### src/rtl/fifo_wr_driver.sv
// fifo_wr_driver: sequences a FIFO reset, then drives programmed write bursts with optional gaps (LFSR data option: WR_DRV_LFSR_EN).
// Latency: data_in is registered and wr_en is combinational from state and full; the first write comes one cycle after start.
// Backpressure: full=1 during BURST freezes data, counters and state; the burst resumes in the cycle full falls.
module fifo_wr_driver #(
  parameter int DATA_WIDTH = 8,
  parameter int CNT_WIDTH  = 8,
  parameter int RST_CYCLES = 4
) (
  input  logic                  clk_wr,
  input  logic                  rst,
  input  logic                  soft_rst,
  input  logic                  start,
  input  logic                  mode,
  input  logic [DATA_WIDTH-1:0] data_seed,
  input  logic [CNT_WIDTH-1:0]  burst_len,
  input  logic [CNT_WIDTH-1:0]  gap_len,
  input  logic [CNT_WIDTH-1:0]  num_bursts,
  input  logic                  full,
  output logic                  fifo_rst_n,
  output logic                  wr_en,
  output logic [DATA_WIDTH-1:0] data_in,
  output logic                  busy,
  output logic                  done,
  output logic [15:0]           wr_count
);

  localparam int RCW = (RST_CYCLES < 2) ? 1 : $clog2(RST_CYCLES);
  localparam logic [RCW-1:0] RST_LAST = RCW'(RST_CYCLES - 1);

  typedef enum logic [2:0] {S_RST_SEQ, S_IDLE, S_BURST, S_GAP, S_DONE} state_t;

  state_t                state_q, state_d;
  logic [RCW-1:0]        rcnt_q, rcnt_d;
  logic [CNT_WIDTH-1:0]  blen_q, blen_d;
  logic [CNT_WIDTH-1:0]  glen_q, glen_d;
  logic [CNT_WIDTH-1:0]  bleft_q, bleft_d;
  logic [CNT_WIDTH-1:0]  beat_q, beat_d;
  logic [CNT_WIDTH-1:0]  gcnt_q, gcnt_d;
  logic [DATA_WIDTH-1:0] data_q, data_d;
  logic [15:0]           wcnt_q, wcnt_d;

`ifdef WR_DRV_LFSR_EN
  logic        mode_q, mode_d;
  logic [31:0] lfsr_q, lfsr_d;
  logic [31:0] lfsr_seed;
  logic [31:0] lfsr_next;

  // Seed the LFSR from the zero-extended seed (all-zero would lock up, so use 1) and precompute one right-shift Galois step
  always_comb begin
    lfsr_seed = (data_seed == '0) ? 32'd1 : 32'(data_seed);
    lfsr_next = lfsr_q[0] ? ((lfsr_q >> 1) ^ 32'h8020_0003) : (lfsr_q >> 1);
  end
`else
  logic unused_mode;
  assign unused_mode = mode;
`endif

  assign fifo_rst_n = (state_q != S_RST_SEQ);
  assign wr_en      = (state_q == S_BURST) && !full;
  assign busy       = (state_q != S_IDLE);
  assign done       = (state_q == S_DONE);
  assign data_in    = data_q;
  assign wr_count   = wcnt_q;

  // Next-state logic: soft reset overrides everything, otherwise walk the program
  always_comb begin
    state_d = state_q;
    rcnt_d  = rcnt_q;
    blen_d  = blen_q;
    glen_d  = glen_q;
    bleft_d = bleft_q;
    beat_d  = beat_q;
    gcnt_d  = gcnt_q;
    data_d  = data_q;
    wcnt_d  = wcnt_q;
`ifdef WR_DRV_LFSR_EN
    mode_d  = mode_q;
    lfsr_d  = lfsr_q;
`endif
    if (soft_rst) begin
      state_d = S_RST_SEQ;
      rcnt_d  = '0;
    end else begin
      case (state_q)
        S_RST_SEQ: begin
          if (rcnt_q == RST_LAST) begin
            state_d = S_IDLE;
            rcnt_d  = '0;
          end else begin
            rcnt_d = rcnt_q + RCW'(1);
          end
        end
        S_IDLE: begin
          if (start && (burst_len != '0) && (num_bursts != '0)) begin
            state_d = S_BURST;
            blen_d  = burst_len;
            glen_d  = gap_len;
            bleft_d = num_bursts;
            beat_d  = '0;
            wcnt_d  = '0;
            data_d  = data_seed;
`ifdef WR_DRV_LFSR_EN
            mode_d  = mode;
            lfsr_d  = lfsr_seed;
            if (mode) data_d = lfsr_seed[DATA_WIDTH-1:0];
`endif
          end
        end
        S_BURST: begin
          if (!full) begin
            if (wcnt_q != 16'hFFFF) wcnt_d = wcnt_q + 16'd1;
            data_d = data_q + DATA_WIDTH'(1);
`ifdef WR_DRV_LFSR_EN
            if (mode_q) begin
              lfsr_d = lfsr_next;
              data_d = lfsr_next[DATA_WIDTH-1:0];
            end
`endif
            if (beat_q == blen_q - CNT_WIDTH'(1)) begin
              beat_d = '0;
              if (bleft_q == CNT_WIDTH'(1)) begin
                state_d = S_DONE;
              end else begin
                bleft_d = bleft_q - CNT_WIDTH'(1);
                gcnt_d  = '0;
                if (glen_q != '0) state_d = S_GAP;
              end
            end else begin
              beat_d = beat_q + CNT_WIDTH'(1);
            end
          end
        end
        S_GAP: begin
          if (gcnt_q == glen_q - CNT_WIDTH'(1)) begin
            state_d = S_BURST;
            gcnt_d  = '0;
          end else begin
            gcnt_d = gcnt_q + CNT_WIDTH'(1);
          end
        end
        S_DONE:  state_d = S_IDLE;
        default: state_d = S_RST_SEQ;
      endcase
    end
  end

  // State and datapath registers with asynchronous reset into the FIFO reset sequence
  always_ff @(posedge clk_wr or posedge rst) begin
    if (rst) begin
      state_q <= S_RST_SEQ;
      rcnt_q  <= '0;
      blen_q  <= '0;
      glen_q  <= '0;
      bleft_q <= '0;
      beat_q  <= '0;
      gcnt_q  <= '0;
      data_q  <= '0;
      wcnt_q  <= '0;
`ifdef WR_DRV_LFSR_EN
      mode_q  <= 1'b0;
      lfsr_q  <= 32'd1;
`endif
    end else begin
      state_q <= state_d;
      rcnt_q  <= rcnt_d;
      blen_q  <= blen_d;
      glen_q  <= glen_d;
      bleft_q <= bleft_d;
      beat_q  <= beat_d;
      gcnt_q  <= gcnt_d;
      data_q  <= data_d;
      wcnt_q  <= wcnt_d;
`ifdef WR_DRV_LFSR_EN
      mode_q  <= mode_d;
      lfsr_q  <= lfsr_d;
`endif
    end
  end

endmodule

### config.mk
export PLATFORM = sky130hd
export DESIGN_NAME = fifo_wr_driver
export DESIGN_NICKNAME = d
export VERILOG_FILES = /design/src/rtl/fifo_wr_driver.sv
export SDC_FILE = /design/constraint.sdc
export NUM_CORES = 1
export LEC_CHECK = 0
export ABC_AREA = 1
export BUFFER_PORTS_ARGS = -buffer_cell sky130_fd_sc_hd__buf_2
export CAP_MARGIN = 20
export CORE_MARGIN = 2
export CORE_UTILIZATION = 35
export DETAILED_ROUTE_END_ITERATION = 16
export GPL_TIMING_DRIVEN = 1
export MAX_ROUTING_LAYER = met4
export PLACE_DENSITY_LB_ADDON = 0.15
export SYNTH_ARGS = -nofsm -noshare
export SYNTH_HDL_FRONTEND = slang
export SYNTH_SLANG_ARGS = --single-unit
### constraint.sdc
create_clock -name clk_wr -period 4.4 [get_ports clk_wr]
set_input_delay 0.22 -clock clk_wr [delete_from_list [all_inputs] [get_ports clk_wr]]
set_output_delay 0.22 -clock clk_wr [all_outputs]
set_load 0.005 [all_outputs]
# After elaboration in Yosys (flattened, before gate mapping)
# Cells that the tools add are included.
[word_totals]
word_cells = 90
output_inout_bits = 28
in_bits = 38
reg_bits = 69
[classes]
n_addsub = 8
n_mux = 33
eq_ne = 21
bitwise_logic = 1
n_reduce_logical = 18
[ops]
columns = ["op", "n"]
rows = [
  ["2-to-1 mux 8 bit", 13],
  ["case mux 8 bit (2 select lines)", 4],
  ["2-to-1 mux 16 bit", 3],
  ["case mux 16 bit (2 select lines)", 1],
  ["adder 8 x 1 -> 8 bit, second input constant", 3],
  ["2-to-1 mux 3 bit", 8],
  ["nonzero test 8 bit", 3],
  ["subtractor 8 x 1 -> 8 bit, second input constant", 3],
  ["adder 16 x 1 -> 16 bit, second input constant", 1],
  ["== test 8 bit", 2],
  ["!= test 16 bit, second input constant", 1],
  ["case mux 3 bit (5 select lines)", 1],
  ["!= test 3 bit, second input constant", 4],
  ["AND reduction 6 bit", 2],
  ["AND reduction 5 bit", 2],
  ["== test 8 x 1 -> 1 bit, second input constant", 1],
  ["== test 3 x 2 -> 1 bit, second input constant", 2],
  ["2-to-1 mux 2 bit", 3],
  ["!= test 2 bit, second input constant", 3],
  ["nonzero test 2 bit", 3],
  ["!= test 2 x 1 -> 1 bit, second input constant", 2],
  ["!= test 4 x 2 -> 1 bit, second input constant", 1],
  ["AND reduction 4 bit", 1],
  ["== test 3 x 1 -> 1 bit, second input constant", 1],
  ["other kinds (11)", 13],
]

# Longest topological paths before layout
# Gate-level depths: netlist of the first run.
[logic_depth]
word_depth = 7
mapped_depth = 18
depth_no_buf = 18

# Worst setup path before layout of the first run
# OpenSTA, ideal clock, no wires.
[synth_path]
path_type = "flip-flop to flip-flop"
startpoint = "register blen_q[0]"
endpoint = "register bleft_q[5]"
arrival_ps = 1718
slack_ps = 2617
setup_ps = 65
synth_period_minus_slack_ps = 1783
n_path_buf = 1
stages_incl_launch_ff = 16
required_ps = 4335
path_cell_list = "dfrtp_1 -> inv_2 -> ha_1 -> nand3_1 -> nor2_1 -> nand2_1 -> nand2_1 -> nand2_1 -> nor2_1 -> nand2_1 -> nand2_4 -> nand2_4 -> nor2_8 -> buf_8 -> o211ai_2 -> nand2_1"
[synth_via]
elab_chain_len = 4
[synth_rtl]
columns = ["item", "line", "rtl"]
rows = [
  ["from (decl)", "34", "logic [CNT_WIDTH-1:0] blen_q, blen_d;"],
  ["from (signal assigned)", "166", "blen_q <= blen_d;"],
  ["subtractor 8 x 1 -> 8 bit", "119", "if (beat_q == blen_q - CNT_WIDTH'(1)) begin"],
  ["== test 8 bit", "119", ""],
  ["!= test 2 x 1 -> 1 bit (no line)", "--", ""],
  ["AND reduction 6 bit (no line)", "--", ""],
  ["to (signal assigned)", "168", "bleft_q <= bleft_d;"],
  ["to (decl)", "36", "logic [CNT_WIDTH-1:0] bleft_q, bleft_d;"],
]
# Every way passes these cells.
# A chain may end at the register's enable or synchronous reset.

# Worst setup path in the final report of the first run
[layout_path]
startpoint = "register state_q[2]"
endpoint = "register glen_q[2]"
[layout_via]
elab_chain_len = 2
[layout_rtl]
columns = ["item", "line", "rtl"]
rows = [
  ["from (decl)", "32", "state_t state_q, state_d;"],
  ["from (signal assigned)", "164", "state_q <= state_d;"],
  ["== test 3 x 1 -> 1 bit", "84", "case (state_q)"],
  ["AND reduction 3 bit (no line)", "--", ""],
  ["to (signal assigned)", "167", "glen_q <= glen_d;"],
  ["to (decl)", "35", "logic [CNT_WIDTH-1:0] glen_q, glen_d;"],
]
# Every way passes these cells.

==> flow_metrics.py, run 1 <==
metrics = {
    "status": {
        "outcome": "completed",
    },
    "synthesis": {
        "netlist-cell-type-count": 40,
        "synth_warnings": 0,
        "synthFlopType": "dfrtp_1",
        "synthArstFlopShare": 1.00,
        "ys_seq_area_frac": 0.387,
        "mappedNetlistArea_mm2": 0.00447,
        "synth.area.top_cells": "dfrtp_1 39%, nand2_1 13%, inv_1 6.8%, nand3_1 5.5%, o21ai_0 5.2%",
        "synth_top_area_frac": 0.387,
        "yosysTopAreaCell": "dfrtp_1",
        "ys_ff_latch": 69,
        "synth_area_per_cell_um2": 7.18,
        "syn-instance-count": 622,
        "synth_edf_count": 0,
        "synth_nets": 669,
    },
    "clock_network": {
        "worstSkewPairLatency_ns": 0.35,
        "clk_pin_slew_ns": 0.06,
        "cts_resized": 0,
        "postCtsSetupBuffers": 0,
        "clock-sinks": 69,
        "cts_root_buffer": "clkbuf_16",
        "hold_buffers": 0,
        "h-tree-depth": 3,
        "cts_buffer_depth": 2,
        "cts_tree": "yes",
        "cts_made_buffers": 9,
    },
    "setup_path": {
        "critPathRequiredTime_ns": 4.66,
        "crit_path_start_kind": "flip-flop",
        "critPathBufInv": 2,
        "worstSetupPathType": "flip-flop to flip-flop",
        "regToRegEndpoint": "glen_q[2]",
        "crit_path_end_kind": "flip-flop",
        "cpMaxStageDelayCell": "nand2_2",
        "cpMostUsedCell": "nand2_1",
        "crit_path_max_incr_delay_ns": 0.45,
        "reg2reg_depth": 11,
        "crit_fanout": 33,
        "path_delay_family": "simple AND/OR/NAND/NOR gates",
        "path_cells": "nor2_2 -> nand2_1 -> inv_2 -> nand2_1 -> nand2_1 -> a21oi_2 -> nand2_4 -> inv_6 -> nand2_2 -> nor2_1 -> a21oi_1",
        "cp.arrival_ns": 2.54,
        "r2r-start": "state_q[2]",
        "r2r_slack_ns": 2.12,
    },
    "cells_and_area": {
        "drive_gt1_frac": 0.147,
        "area_growth_pct": 16.9,
        "layout_common_cells": "156 x nand2_1, 80 x inv_1, 69 x dfrtp_1",
        "layout_commonest_cell": "nand2_1",
        "nets": 731,
        "diodes": 0,
    },
    "power_and_ir_drop": {
        "leakagePower_nw": 2.54,
        "ir_drop_mv": 0.292,
        "powerDensity_mw_per_mm2": 555,
    },
    "timing": {
        "rsz0062_at_grt": "false",
        "max_slew_margin": 0.440,
        "setup_tns_ns": 0,
        "min_period_ns": 2.28,
        "setup_viol": 0,
        "worst_pin_slew_ns": 0.839,
        "setup_ws_ns": 2.12,
        "fin_crit_sh": 0.519,
        "fmax_ghz": 0.438,
        "finalHoldViolCount": 0,
        "final_max_slew_viol_count": 0,
        "whs_ns": 0.0354,
        "fin_skew_ns": 0.00790,
    },
    "global_route": {
        "grt_pass1_wl_um": 17900,
        "grt_max_degree": 40,
        "grt_util_all_layers": 0.175,
        "grt_pass1_vias": 3857,
        "antenna_found_initial": 0,
        "grt_overflow": 0,
    },
    "drt": {
        "dr.pass1.iters": 4,
        "vias": 4026,
        "drc_errors": 0,
        "drt-vias-per-instance": 4.68,
        "drt_iter0_drc": 190,
        "antenna_left": 0,
        "drt_wl_total_um": 10600,
        "wire_per_inst_um": 12.3,
    },
    "die": {
        "dieHeight_um": 117,
        "start_util": 0.357,
        "die_w_um": 117,
        "rows": 41,
        "core-area_mm2": 0.0125,
        "dieArea_mm2": 0.0137,
        "ios": 66,
    },
    "run": {
        "max_cap_violations": 0,
    },
    "placement": {
        "hpwl_um": 7810,
        "portBuffers": 64,
        "gp_congestion": 0.800,
        "dp_worst_setup_slack_ns": 2.10,
    },
    "min_path": {
        "hold_class": "input port to async pin",
    },
}
==> per-layer routing <==
metal / GRT usage / wire (um) / share of wire
met1: 0.213 / 5040 / 0.48
met2: 0.281 / 4910 / 0.46
met3: 0.0608 / 533 / 0.050
met4: 0.0400 / 117 / 0.011
met5: - / 0 / 0
==> worst reg2reg max path, stage by stage (launching register included) <==
cell     delay (ns)
dfrtp_1        0.42
nor2_2         0.13
nand2_1        0.08
inv_2          0.30
nand2_1        0.12
nand2_1        0.11
a21oi_2        0.06
nand2_4        0.16
inv_6          0.12
nand2_2        0.45
nor2_1         0.09
a21oi_1        0.14
==> metrics by stage <==
step | power [W] | util | std cells | cell area, um^2
3_3_place_gp | 0.00216 | 0.393 | 845 | 4920
6_report | 0.00290 | 0.417 | 860 | 5220
5_1_grt | 0.00319 | 0.417 | 860 | 5220
2_1_floorplan | 0.00190 | - | 622 | 4470
4_1_cts | 0.00294 | 0.417 | 860 | 5220
3_5_place_dp | 0.00218 | 0.393 | 845 | 4920
==> cells in the mapped netlist, types with 2 or more instances <==
library cell / instances
nand2_1: 156
inv_1: 81
dfrtp_1: 69
nor2_1: 61
nand3_1: 49
o21ai_0: 46
a21oi_1: 20
xor2_1: 20
nor3_1: 19
o31ai_1: 14
ha_1: 9
o21ai_1: 9
xnor2_1: 9
nand4_1: 7
buf_2: 6
clkbuf_1: 5
inv_2: 5
nand2_4: 5
a31oi_1: 3
a22oi_1: 2
and3_1: 2
buf_6: 2
clkinv_1: 2
nor2_2: 2
nor4_1: 2
o22ai_1: 2
or2_2: 2
==> flip-flops by register name (all words and copies together) (netlist names) <==
| register | cells |
|---|---|
| glen_q | 8 |
| bleft_q | 8 |
| rcnt_q | 2 |
| wr_count | 16 |
| blen_q | 8 |
| beat_q | 8 |
| state_q | 3 |
| data_in | 8 |
| gcnt_q | 8 |
==> how the worst max path moves through the flow <==
stage	end	slack [ns]	cells after the start	start
2_1_floorplan	beat_q[0]	2.44	1	rst
3_3_place_gp	blen_q[3]	2.15	10	state_q[2]
3_5_place_dp	glen_q[2]	2.10	11	state_q[2]
4_1_cts	glen_q[2]	2.09	11	state_q[2]
5_1_grt	blen_q[7]	1.77	11	state_q[1]
6_report	glen_q[2]	2.12	11	state_q[2]
==> cell type report <==
type / instances / area (um^2)
tap: 172 / 215
sequential: 69 / 1730
multi-input combinational: 449 / 2310
clock buffer: 11 / 253
clock inverter: 4 / 47.5
inverter: 89 / 339
timing repair buffer: 66 / 335
fill: 1367 / 7290
==> kinds of logic after synthesis <==
family                   Yosys count  synth area share
adder cells (fa/ha/maj)            9            0.0252
AND/OR/NAND/NOR                  309             0.301
AO/OA/AOI/OAI                    101             0.128
flip-flops                        69             0.387
buffers and inverters            104            0.0969
XOR/XNOR                          30            0.0619
==> power by group <==
group	total [W]	leakage, nW	internal, W	switching [W]
Clock	0.000742	0.147	0.000464	0.000277
Sequential	0.00101	0.886	0.000825	0.000186
Combinational	0.00115	1.51	0.000425	0.000722
Total	0.00290	2.54	0.00171	0.00119
Power figures use the tool's default switching activity.
==> run 2: changes to the inputs <==
--- a/config.mk
+++ b/config.mk
@@ -5,7 +5,7 @@
 export SDC_FILE = /design/constraint.sdc
 export NUM_CORES = 1
 export LEC_CHECK = 0
-export ABC_AREA = 1
+export ABC_AREA = 0
 export BUFFER_PORTS_ARGS = -buffer_cell sky130_fd_sc_hd__buf_2
 export CAP_MARGIN = 20
 export CORE_MARGIN = 2
==> constraint.sdc (replaced) <==
create_clock -name clk_wr -period 2.4 [get_ports clk_wr]
set_input_delay 0.12 -clock clk_wr [delete_from_list [all_inputs] [get_ports clk_wr]]
set_output_delay 0.12 -clock clk_wr [all_outputs]
set_load 0.005 [all_outputs]
==> run 2 against run 1 <==
Net effect: worst setup slack worse by 2.0 ns; wire length fell by 2.0%; critical path type unchanged; clock power grew 99%; sequential power is 85% higher; critical endpoint is now gcnt_q[6]; first-iteration DRC count fell by 12%; power increased by 75%.
==> flow_metrics.py, run 2 <==
metrics = {
    "synthesis": {
        "ys_ff_latch": 69,
        "synthArstFlopShare": 1.00,
        "synth_top_family_by_area": "simple AND/OR/NAND/NOR gates",
        "yosys.area_share.simple": 0.245,
        "yosysTopAreaCell": "dfrtp_1",
        "synth_xor_area_frac": 0.0728,
        "mappedNetlistArea_mm2": 0.00421,
        "synth.area.top_cells": "dfrtp_1 41%, xor2_1 4.8%, nand2_1 4.1%, nor2_1 3.4%, o21ai_0 3.2%",
        "muxShareOfSynthArea": 0.0392,
        "synth_nets": 518,
        "synth_fa_ha_area_frac": 0.0268,
        "netlist-cell-type-count": 60,
        "syn-instance-count": 471,
        "ys_seq_area_frac": 0.410,
        "synth_common_cells": "69 x dfrtp_1, 46 x nand2_1, 38 x nor2_1",
        "synthFlopType": "dfrtp_1",
        "synth_edf_count": 0,
        "synth_warnings": 0,
        "synth_top_area_frac": 0.410,
        "synth_compound_area_frac": 0.167,
        "yosysMostFrequentCell": "dfrtp_1",
        "synth_area_per_cell_um2": 8.94,
    },
    "drt": {
        "drt-vias-per-instance": 5.31,
        "dr.pass1.iters": 4,
        "drt_wl_total_um": 10400,
        "drt_iter0_drc": 167,
        "antenna_left": 0,
        "drc_errors": 0,
        "vias": 3757,
        "wire_per_inst_um": 14.7,
    },
    "power_and_ir_drop": {
        "seq_power_share": 0.368,
        "leakagePower_nw": 2.38,
        "p_comb_frac": 0.341,
        "ir_drop_mv": 0.348,
        "swShare": 0.344,
        "finalPower_w": 0.00508,
        "p_switching_w": 0.00174,
        "power.clock.fraction": 0.291,
        "powerDensity_mw_per_mm2": 967,
        "p_int_w": 0.00333,
    },
    "cells_and_area": {
        "nFillCells": 1191,
        "drive_gt1_frac": 0.257,
        "seq_area_mm2": 0.00173,
        "largest_register_ffs": 16,
        "stdcell_area_mm2": 0.00525,
        "diodes": 0,
        "fin_cells": 707,
        "layout_commonest_cell": "dfrtp_1",
        "finish.utilization": 0.442,
        "nets": 602,
        "multi_input_area_mm2": 0.00236,
        "layout_common_cells": "69 x dfrtp_1, 64 x buf_2, 45 x nand2_1",
        "area_growth_pct": 24.7,
    },
    "clock_network": {
        "clk_pin_slew_ns": 0.06,
        "cts_made_buffers": 9,
        "cts_tree": "yes",
        "clock-sinks": 69,
        "h-tree-depth": 3,
        "cts_buffer_depth": 2,
        "worstSkewPairLatency_ns": 0.33,
        "cts_root_buffer": "clkbuf_16",
    },
    "timing": {
        "fin_skew_ns": 0.00802,
        "max_slew_margin": 0.725,
        "setup_viol": 0,
        "min_period_ns": 2.29,
        "final_max_slew_viol_count": 0,
        "fin_crit_sh": 0.955,
        "whs_ns": 0.00937,
        "fmax_ghz": 0.436,
        "finalHoldViolCount": 0,
        "worst_pin_slew_ns": 0.409,
    },
    "min_path": {
        "worstHoldPathCells": 3,
        "min_from": "gap_len[1]",
        "whs_endpoint": "glen_q[1]",
        "hold_class": "input port to flip-flop",
    },
    "global_route": {
        "grt_pass1_vias": 3778,
        "grt_overflow": 0,
        "grt_busiest_layer": "met2",
        "met3_usage": 0.0393,
        "grtUsageMet2": 0.271,
        "grt_pass1_wl_um": 17600,
        "antenna_found_initial": 0,
        "grt_util_all_layers": 0.174,
        "grt_max_degree": 70,
        "globalRouteMet1Util": 0.227,
    },
    "setup_path": {
        "critPathRequiredTime_ns": 2.61,
        "path_delay_family": "simple AND/OR/NAND/NOR gates",
        "worstSetupPathType": "flip-flop to flip-flop",
        "reg2reg_depth": 8,
        "cp.arrival_ns": 2.50,
        "regToRegEndpoint": "gcnt_q[6]",
        "crit_path_max_incr_delay_ns": 0.42,
        "r2r_slack_ns": 0.11,
        "startpoint": "bleft_q[0]",
        "crit_path_start_kind": "flip-flop",
        "crit_path_end_kind": "flip-flop",
        "crit_fanout": 9,
        "path_cells": "ha_1 -> nor3b_1 -> nor3b_2 -> or2_2 -> nor4b_1 -> a21oi_2 -> a22oi_1 -> o31ai_2",
        "cpMaxStageDelayCell": "dfrtp_1",
        "r2r-start": "bleft_q[0]",
        "critPathBufInv": 0,
    },
    "die": {
        "ios": 66,
        "die_w_um": 114,
        "start_util": 0.355,
        "core-area_mm2": 0.0119,
        "dieHeight_um": 114,
        "dieArea_mm2": 0.0129,
        "rows": 40,
    },
    "placement": {
        "gp_congestion": 0.835,
        "placed_area_mm2": 0.00483,
        "placed_cells": 686,
        "portBuffers": 64,
        "hpwl_um": 7530,
    },
    "status": {
        "outcome": "completed",
    },
    "run": {
        "max_cap_violations": 0,
    },
}
==> run 2: cell count changes after synthesis, moves of 12 or more <==
cell / delta
inv_1: -64
nand3_1: -25
nor2_1: -23
nand2_1: -110
o21ai_0: -19
mux2_2: +12
o31ai_1: -12
==> run 2: worst register-to-register path, cell delays in order, from the launching register on <==
cell and delay (ns):
dfrtp_1 0.42, ha_1 0.20, nor3b_1 0.14, nor3b_2 0.18, or2_2 0.29, nor4b_1 0.37
a21oi_2 0.21, a22oi_1 0.26, o31ai_2 0.10
==> run 2: what timing repair did <==
action,CTS,global route
endpoints found under the setup margin,0,23
buffers inserted,0,2
resized for setup,0,9
hold buffers,3,0
hold endpoints to repair,71,0
==> run 2: worst max-delay path by stage <==
stage / cells past startpoint / to / slack [ns]
finish: 8 / gcnt_q[6] / 0.11
global route: 8 / beat_q[3] / -0.01
CTS: 9 / bleft_q[5] / 0.0008
detailed placement: 9 / bleft_q[0] / 0.03
global placement: 7 / bleft_q[0] / 0.07
floorplan: 9 / state_q[1] / 0.09
==> run 2: per-stage QoR <==
stage / TNS [ns] / setup slack, ns
after detailed placement: 0 / 0.0260
after CTS: 0 / 0.000764
after global placement: 0 / 0.0672
after floorplan: 0 / 0.0898
after global routing: -0.0175 / -0.00982
final: 0 / 0.108
==> run 2: cells by family (layout without fill, tap and decap cells) <==
kind of cell,count (synthesis),after routing
and+or+nand+nor,199,199
AOI/OAI and AO/OA,105,105
DFF,69,69
buffers and inverters,39,128
xor gates and xnor gates,35,35
muxes,15,15
adders and majority gates,9,9
==> run 2: metal layers <==
| metal | up-vias | wire length [um] |
|---|---|---|
| met5 | - | 0 |
| met3 | 12 | 510 |
| met1 | 1802 | 5050 |
| met4 | 0 | 115 |
| li1 | 1866 | - |
| met2 | 77 | 4710 |
==> run 2: layout make-up <==
cell class | count | share of cell area
clock buffers | 11 | 0.0482
clock inverters | 5 | 0.0157
inverters | 17 | 0.0122
multi-input cells | 363 | 0.451
flip-flops and latches | 69 | 0.329
well taps | 147 | 0.0351
repair buffers | 95 | 0.109
==> run 2: power by group through the flow <==
stage          clock network, W  registers [W]  logic (W)
2_1_floorplan                 0        0.00180    0.00116
3_3_place_gp                  0        0.00186    0.00163
3_5_place_dp                  0        0.00188    0.00167
4_1_cts                 0.00151        0.00186    0.00168
5_1_grt                 0.00157        0.00193    0.00195
6_report                0.00148        0.00187    0.00173
==> run 3: changes to the inputs <==
--- a/config.mk
+++ b/config.mk
@@ -14,6 +14,7 @@
 export GPL_TIMING_DRIVEN = 1
 export MAX_ROUTING_LAYER = met4
 export PLACE_DENSITY_LB_ADDON = 0.15
+export SETUP_SLACK_MARGIN = 0.15
 export SYNTH_ARGS = -nofsm -noshare
 export SYNTH_HDL_FRONTEND = slang
 export SYNTH_SLANG_ARGS = --single-unit
==> run 3 against run 2 <==
Net effect: sequential cell count unchanged; final cell count up 0.57%; global-route usage up 0.068 points; power down 0.82%; via count up 0.72%; combinational power up 9.8%; cell area up 2.3%; clock skew down 0.0030 ns; critical path depth unchanged; clock power down 17%; largest power group unchanged; critical path type unchanged.
==> flow_metrics.py, run 3 (synthesis gave the netlist of run 2 again) <==
metrics = {
    "status": {
        "outcome": "completed",
    },
    "global_route": {
        "grt_pass1_vias": 3579,
        "antenna_found_initial": 0,
        "grt_max_degree": 49,
        "grt_pass1_wl_um": 17600,
        "grt_util_all_layers": 0.175,
        "grt_overflow": 0,
    },
    "setup_path": {
        "cp.arrival_ns": 2.45,
        "startpoint": "blen_q[0]",
        "critPathRequiredTime_ns": 2.62,
        "r2r-start": "blen_q[0]",
        "worstSetupPathType": "flip-flop to flip-flop",
        "crit_fanout": 8,
        "crit_path_end_kind": "flip-flop",
        "crit_path_start_kind": "flip-flop",
    },
    "cells_and_area": {
        "area_growth_pct": 27.5,
        "seq_area_mm2": 0.00173,
        "layout_common_cells": "64 x dfrtp_1, 64 x buf_2, 44 x nand2_1",
        "nFillCells": 1150,
        "drive_gt1_frac": 0.289,
        "largest_register_ffs": 16,
        "diodes": 0,
        "fin_cells": 711,
        "nets": 606,
        "multi_input_area_mm2": 0.00249,
    },
    "clock_network": {
        "cts_buffer_depth": 2,
        "clk_pin_slew_ns": 0.06,
        "cts_root_buffer": "clkbuf_16",
        "cts_tree": "yes",
        "cts_made_buffers": 9,
        "worstSkewPairLatency_ns": 0.34,
        "clock-sinks": 69,
        "h-tree-depth": 3,
    },
    "drt": {
        "drt_iter0_drc": 152,
        "wl_met3_um": 412,
        "vias": 3784,
        "dr.pass1.iters": 4,
        "drt_wl_total_um": 10700,
        "antenna_left": 0,
        "met2_length_um": 4930,
        "drc_errors": 0,
        "drt-vias-per-instance": 5.32,
        "wl_met1_um": 5270,
        "routed.top_layer": "met4",
        "wire_per_inst_um": 15.0,
    },
    "timing": {
        "worst_pin_slew_ns": 0.492,
        "fin_skew_ns": 0.00499,
        "setup_ws_ns": 0.166,
        "max_slew_margin": 0.671,
        "final_max_slew_viol_count": 0,
        "rsz0062_at_grt": "true",
        "finalHoldViolCount": 0,
        "setup_tns_ns": 0,
        "setup_viol": 0,
        "min_period_ns": 2.23,
        "fmax_ghz": 0.448,
        "fin_crit_sh": 0.931,
    },
    "run": {
        "max_cap_violations": 0,
    },
    "placement": {
        "gp_congestion": 0.852,
        "dp_worst_setup_slack_ns": 0.0990,
        "placed_cells": 685,
        "hpwl_um": 7560,
        "portBuffers": 64,
    },
    "min_path": {
        "hold_class": "input port to flip-flop",
        "min_from": "gap_len[7]",
    },
    "die": {
        "dieHeight_um": 114,
        "rows": 40,
        "core-area_mm2": 0.0119,
        "start_util": 0.355,
        "ios": 66,
        "dieArea_mm2": 0.0129,
        "die_w_um": 114,
    },
    "power_and_ir_drop": {
        "finalPower_w": 0.00504,
        "ir_drop_mv": 0.423,
        "leakagePower_nw": 2.41,
        "powerDensity_mw_per_mm2": 938,
    },
}
## run 3: changes by cell type in the layout (fill, tap and decap cells not counted), moves of 2 or more
cell	change
bufinv_16	-2
inv_1	-2
dfrtp_2	+5
a21oi_4	+2
o21ai_1	+2
buf_6	+2
inv_2	+2
dlygate4sd3_1	+2
dfrtp_1	-5
clkinv_2	+3
o21ai_0	-2
## run 3: critical path, cell delays in order (launching register included)
cell,delay [ns]
dfrtp_1,0.36
inv_2,0.06
ha_4,0.19
o21bai_1,0.18
a211oi_2,0.26
o21bai_2,0.13
a211o_4,0.39
o311a_1,0.30
a221o_1,0.26
## run 3: timing repair
item | in CTS | in global routing
pin swaps | 4 | 19
endpoints found under the setup margin | 12 | 54
setup buffers | 1 | 4
gates resized for setup | 5 | 36
endpoints found under the hold margin | 25 | 0
cloned | 0 | 0
hold buffers | 5 | 0
## run 3: final timing paths
| kind | end | slack [ns] | cells after the start |
|---|---|---|---|
| worst max register to register | state_q[1] | 0.17 | 8 |
| worst min-delay path | glen_q[7] | 0.02 | 2 |
| worst max-delay path | state_q[1] | 0.17 | 8 |
| min in group asynchronous | wr_count[10] | 0.36 | 3 |
| worst min register to register | bleft_q[5] | 0.51 | 1 |
| max in group asynchronous | glen_q[3] | 1.40 | 4 |
## run 3: metrics by stage
step	hold slack (ns)	util	area (um^2)
3_5_place_dp	0.182	0.407	4820
2_1_floorplan	0.237	-	4220
4_1_cts	0.00113	0.436	5170
5_1_grt	0.00612	0.453	5370
3_3_place_gp	0.177	0.407	4820
6_report	0.0177	0.453	5370
## run 3: area by class of cell
cell class / count / share of cell area
clock buffers: 10 / 0.0445
flip-flops and latches: 69 / 0.323
well taps: 147 / 0.0343
clock inverters: 6 / 0.00723
inverters: 17 / 0.0119
repair buffers: 99 / 0.115
multi-input cells: 363 / 0.465
## run 3: where the power goes
| group | switching, W | total (W) | leakage (nW) | internal, W |
|---|---|---|---|---|
| Combinational | 0.000946 | 0.00190 | 1.40 | 0.000957 |
| Clock | 0.000512 | 0.00123 | 0.134 | 0.000722 |
| Sequential | 0.000398 | 0.00190 | 0.874 | 0.00150 |
| Total | 0.00186 | 0.00504 | 2.41 | 0.00318 |
## run 3: metal layers
metal	up-vias	global-route usage
li1	1883	-
met1	1824	0.235
met2	69	0.264
met3	8	0.0494
met4	0	0.0390
met5	-	-
